`src/rtl/ccff_chain_driver.sv`:
```
// -----------------------------------------------------------------------------
// ccff_chain_driver
//   Streams configuration words into a serial configuration flip-flop (ccff)
//   chain, one bit per prog_clk, bit 0 of each word first. Exactly CHAIN_LEN
//   bits are pushed per load; trailing bits of the last word are discarded.
//   While bits are shifted, the bits returned from the chain tail are folded
//   into a running parity.
//
// Ports
//   prog_clk       : single clock, all state on its rising edge
//   prog_reset     : synchronous active-high reset, beats every other input
//   cfg_start      : begin a load (only looked at in IDLE)
//   cfg_abort      : terminate a load in progress (only acts in SHIFT)
//   word_valid     : word_data carries a configuration word
//   word_ready     : driver takes word_data this cycle
//   word_data      : configuration word, index 0 shifted first
//   ccff_head      : serial bit into the chain head
//   ccff_shift_en  : chain clock enable, high only when ccff_head is valid
//   ccff_tail      : serial bit coming back from the chain tail
//   busy           : high while in SHIFT
//   done           : one-cycle pulse after a load completes normally
//   aborted        : sticky, set by cfg_abort in SHIFT, cleared by cfg_start
//   tail_parity    : XOR of all tail bits shifted out during the last load
// -----------------------------------------------------------------------------
module ccff_chain_driver #(
  parameter int CHAIN_LEN = 14,
  parameter int WORD_W    = 8
) (
  input  logic              prog_clk,
  input  logic              prog_reset,
  input  logic              cfg_start,
  input  logic              cfg_abort,
  input  logic              word_valid,
  output logic              word_ready,
  input  logic [0:WORD_W-1] word_data,
  output logic              ccff_head,
  output logic              ccff_shift_en,
  input  logic              ccff_tail,
  output logic              busy,
  output logic              done,
  output logic              aborted,
  output logic              tail_parity
);

  localparam int TOT_W = $clog2(CHAIN_LEN + 1);
  localparam int CNT_W = $clog2(WORD_W + 1);

  typedef enum logic {
    S_IDLE  = 1'b0,
    S_SHIFT = 1'b1
  } state_t;

  state_t            r_state;
  logic [0:WORD_W-1] r_sh_data;   // index 0 is the next bit to leave
  logic [CNT_W-1:0]  r_sh_cnt;    // bits still held in r_sh_data
  logic [TOT_W-1:0]  r_tot_cnt;   // bits pushed into the chain this load
  logic              r_done;
  logic              r_aborted;
  logic              r_parity;

  logic              w_shift;
  logic              w_accept;
  logic              w_last;
  logic [31:0]       w_committed;

  // A bit goes out whenever the shift register holds one; an empty register
  // simply freezes the chain until the next word arrives.
  assign w_shift = (r_state == S_SHIFT) && (r_sh_cnt != '0);

  // Bits already shifted plus bits still buffered. A new word is only wanted
  // while this falls short of the chain length (pending > 0), and only once
  // the buffer is down to its last bit so the reload lands with no bubble.
  assign w_committed = 32'(r_tot_cnt) + 32'(r_sh_cnt);
  assign word_ready  = (r_state == S_SHIFT) &&
                       (w_committed < 32'(CHAIN_LEN)) &&
                       (r_sh_cnt <= CNT_W'(1));
  assign w_accept    = word_valid && word_ready;

  // This shift delivers the final chain bit.
  assign w_last = w_shift && ((32'(r_tot_cnt) + 32'd1) == 32'(CHAIN_LEN));

  assign ccff_shift_en = w_shift;
  assign ccff_head     = w_shift ? r_sh_data[0] : 1'b0;
  assign busy          = (r_state == S_SHIFT);
  assign done          = r_done;
  assign aborted       = r_aborted;
  assign tail_parity   = r_parity;

  always_ff @(posedge prog_clk) begin
    if (prog_reset) begin
      r_state   <= S_IDLE;
      r_sh_data <= '0;
      r_sh_cnt  <= '0;
      r_tot_cnt <= '0;
      r_done    <= 1'b0;
      r_aborted <= 1'b0;
      r_parity  <= 1'b0;
    end else begin
      r_done <= 1'b0;
      case (r_state)
        S_IDLE: begin
          // Parity and aborted are held here until the next load begins.
          if (cfg_start) begin
            r_state   <= S_SHIFT;
            r_tot_cnt <= '0;
            r_sh_cnt  <= '0;
            r_parity  <= 1'b0;
            r_aborted <= 1'b0;
          end
        end

        S_SHIFT: begin
          // The chain is clocked on every w_shift cycle, including an abort
          // cycle, so count and parity always track what really left.
          if (w_shift) begin
            r_tot_cnt <= r_tot_cnt + TOT_W'(1);
            r_parity  <= r_parity ^ ccff_tail;
          end

          // A handshake reloads the buffer; it replaces the shift of the
          // outgoing last bit rather than competing with it.
          if (w_accept) begin
            r_sh_data <= word_data;
            r_sh_cnt  <= CNT_W'(WORD_W);
          end else if (w_shift) begin
            r_sh_data <= {r_sh_data[1:WORD_W-1], 1'b0};
            r_sh_cnt  <= r_sh_cnt - CNT_W'(1);
          end

          // Abort outranks completion; either way leftover buffered bits
          // are dropped.
          if (cfg_abort) begin
            r_state   <= S_IDLE;
            r_sh_cnt  <= '0;
            r_aborted <= 1'b1;
          end else if (w_last) begin
            r_state  <= S_IDLE;
            r_sh_cnt <= '0;
            r_done   <= 1'b1;
          end
        end

        default: r_state <= S_IDLE;
      endcase
    end
  end

endmodule

```
`config.mk`:
```
export PLATFORM = sky130hd
export DESIGN_NAME = ccff_chain_driver
export DESIGN_NICKNAME = d
export VERILOG_FILES = /design/src/rtl/ccff_chain_driver.sv
export SDC_FILE = /design/constraint.sdc
export NUM_CORES = 1
export LEC_CHECK = 0
export BUFFER_PORTS_ARGS = -buffer_cell sky130_fd_sc_hd__buf_4
export CAP_MARGIN = 15
export CORE_ASPECT_RATIO = 2
export CORE_MARGIN = 2
export CORE_UTILIZATION = 45
export CTS_CLUSTER_SIZE = 28
export DETAILED_ROUTE_END_ITERATION = 16
export PLACE_DENSITY_LB_ADDON = 0.1
export SYNTH_ARGS = -nofsm -noshare
export SYNTH_HDL_FRONTEND = slang
export SYNTH_SLANG_ARGS = --single-unit
```
`constraint.sdc`:
```
create_clock -name prog_clk -period 2.9 [get_ports prog_clk]
set_clock_uncertainty 0.1 [all_clocks]
set_input_delay 0.29 -clock prog_clk [delete_from_list [all_inputs] [get_ports prog_clk]]
set_output_delay 0.29 -clock prog_clk [all_outputs]
set_load 0.03 [all_outputs]
```
==> reports/metrics.yaml <==
logic_synthesis:
  ys_top_cells_by_count: "27 x nand2_1, 20 x dfxtp_1, 14 x a21oi_1, 14 x nor2_1, 8 x ha_1"
  synth_flop_cell: "dfxtp_1"
  synthArstFlopShare: 0
  synth_edf_count: 0
  syn_nets: 179
  synth_top_area_share: 0.319
  syn_avg_cell_area_um2: 8.04
  syn_area_mm2: 0.00125
  synth_cell_type_count: 43
  yosys_warnings: 0
  yosysMostFrequentCell: "nand2_1"
  synth_largest_area_cell: "dfxtp_1"
  seq_area_frac_synth: 0.319
  synthCells: 156
  synth_area_leaders: "dfxtp_1 32%, nand2_1 8.1%, ha_1 8.0%, a21oi_1 5.6%, a21o_1 4.2%"
  synth_seq_cells: 20
worst_setup_path:
  reg2reg_slack_ns: 0.37
  cp-end-kind: "output port"
  r2r_cells: 9
  cp.arrival_ns: 2.18
  crit_type: "reg -> out"
  cp_max_fo: 8
  cp.required_ns: 2.51
  start_kind: "flop"
routing:
  vias_per_cell: 5.54
  vias: 1136
  drt_first_pass_iters: 4
  drc: 0
  wirelength_um: 2990
  drt_iter0_drc: 21
  ant_nets: 0
  wl_per_cell_um: 14.6
power:
  peakVddDrop_uv: 334
  cellLeakagePower_nw: 0.593
  power_density_mw_per_mm2: 398
final_layout:
  nFillCells: 275
  drive_above_1_share: 0.188
  syn_to_final_growth_pct: 17.6
  antenna_cells: 0
  final_nets: 200
status:
  status: "finished, final reports clean"
timing:
  finalWorstPathRequiredPeriod_ns: 2.57
  slew_headroom: 0.745
  hold_ws_ns: 0.173
  fmax_mhz: 388
  rsz0062_at_grt: "no"
  worstMarginPinSlew_ns: 0.378
  hold_viol: 0
  setup_violations: 0
  finalSetupTns_ns: 0
  maxSlewViolCount: 0
  fin_crit_sh: 0.888
global_route:
  track_usage: 0.214
  antenna_found_initial: 0
  grt_pass1_vias: 1090
  grt_start_max_net_pins: 21
  gr-total-overflow: 0
  grt_pass1_wl_um: 4800
clock_network:
  hold_buffers: 0
  cts_max_path_buffers: 2
  cts_tree: "yes"
  numCtsBuffers: 3
  ctsResizeCount: 0
  htree_levels: 1
  clock_latency_ns: 0.26
  clock-root-buffer: "clkbuf_8"
  cts_setup_buffers: 0
  cts.clk_slew.worst_paths_ns: 0.08
  clkSinkCount: 20
die:
  core_area_mm2: 0.00270
  start_util: 0.464
  row_count: 27
  die_x_um: 41.3
  fp.dieH_um: 78.6
  io_pins: 21
  fp.dieArea_mm2: 0.00325
placement:
  port_buffers: 20
  globalplace.congestion: 0.833
  hpwlAfterDp_um: 2320
job:
  drv_cap: 0
hold_path:
  min_path_cells: 3
  min_path_type: "in -> reg"
worst max-delay path, stage by stage, from the launching register on:
cell	delay, ns
dfxtp_1	0.47
and2_1	0.18
fa_1	0.47
and3b_1	0.20
a21oi_1	0.12
o2111ai_1	0.15
nor2_1	0.15
buf_4	0.18
cell usage in the layout, fill, tap and decap left out, types with 2 or more instances in the layout:
| master | n |
|---|---|
| nor2b_1 | 3 |
| a211oi_1 | 4 |
| nor2_1 | 14 |
| nand2b_1 | 6 |
| nor3_1 | 2 |
| o21ai_0 | 5 |
| a21o_1 | 7 |
| nand3b_1 | 2 |
| nand2_1 | 27 |
| inv_1 | 5 |
| xor2_1 | 2 |
| buf_4 | 23 |
| nand4_1 | 2 |
| nand3_1 | 2 |
| a21oi_1 | 14 |
| clkbuf_8 | 4 |
| dfxtp_1 | 20 |
| ha_1 | 8 |
| and2_1 | 3 |
| and2b_1 | 2 |
kinds of logic (layout without fill, tap and decap cells):
kind of cell | Yosys count | count (layout) | synth area share
simple gates | 69 | 69 | 0.277
compound gates | 43 | 43 | 0.241
flops | 20 | 20 | 0.319
buf+inv | 13 | 33 | 0.0529
fa+ha+maj | 9 | 9 | 0.0958
xor+xnor | 2 | 2 | 0.0140
layout make-up:
class                   instances  area, um^2  area share
flip-flops and latches         20         400       0.272
multi-input cells             123         787       0.534
repair buffers                 23         173       0.117
inverters                       6        22.5      0.0153
well taps                      29        36.3      0.0246
clock buffers                   4        55.1      0.0374
registers in the layout, indices dropped and copies added (netlist names):
name and cells:
r_sh_data 8, r_sh_cnt 4, r_tot_cnt 4, aborted 1, busy 1, done 1
tail_parity 1
report_power, final:
group	internal [mW]	switching, mW
Clock	0.121	0.0936
Combinational	0.0372	0.0458
Sequential	0.282	0.00750
final timing paths:
path | startpoint | to
hold reg to reg | r_sh_data[7] | r_sh_data[7]
setup / recovery | r_tot_cnt[0] | word_ready
hold / removal | word_data[1] | r_sh_data[1]
setup reg to reg | r_tot_cnt[0] | r_sh_cnt[1]
per-layer routing:
| layer | wire length [um] | vias up | track usage |
|---|---|---|---|
| met5 | 0 | - | 0 |
| met1 | 1170 | 517 | 0.227 |
| met4 | 91 | 0 | 0.0871 |
| met3 | 92 | 8 | 0.0480 |
| li1 | - | 586 | - |
| met2 | 1630 | 25 | 0.370 |
through the flow:
step | std cells | cell area [um^2] | total power [mW] | util | setup slack [ns]
2_1_floorplan | 156 | 1250 | 0.348 | - | 0.602
3_3_place_gp | 201 | 1420 | 0.378 | 0.525 | 0.479
3_5_place_dp | 201 | 1420 | 0.380 | 0.525 | 0.393
4_1_cts | 205 | 1470 | 0.592 | 0.545 | 0.313
5_1_grt | 205 | 1470 | 0.619 | 0.545 | 0.150
6_report | 205 | 1470 | 0.587 | 0.545 | 0.326
(Power assumes the default switching activity.)
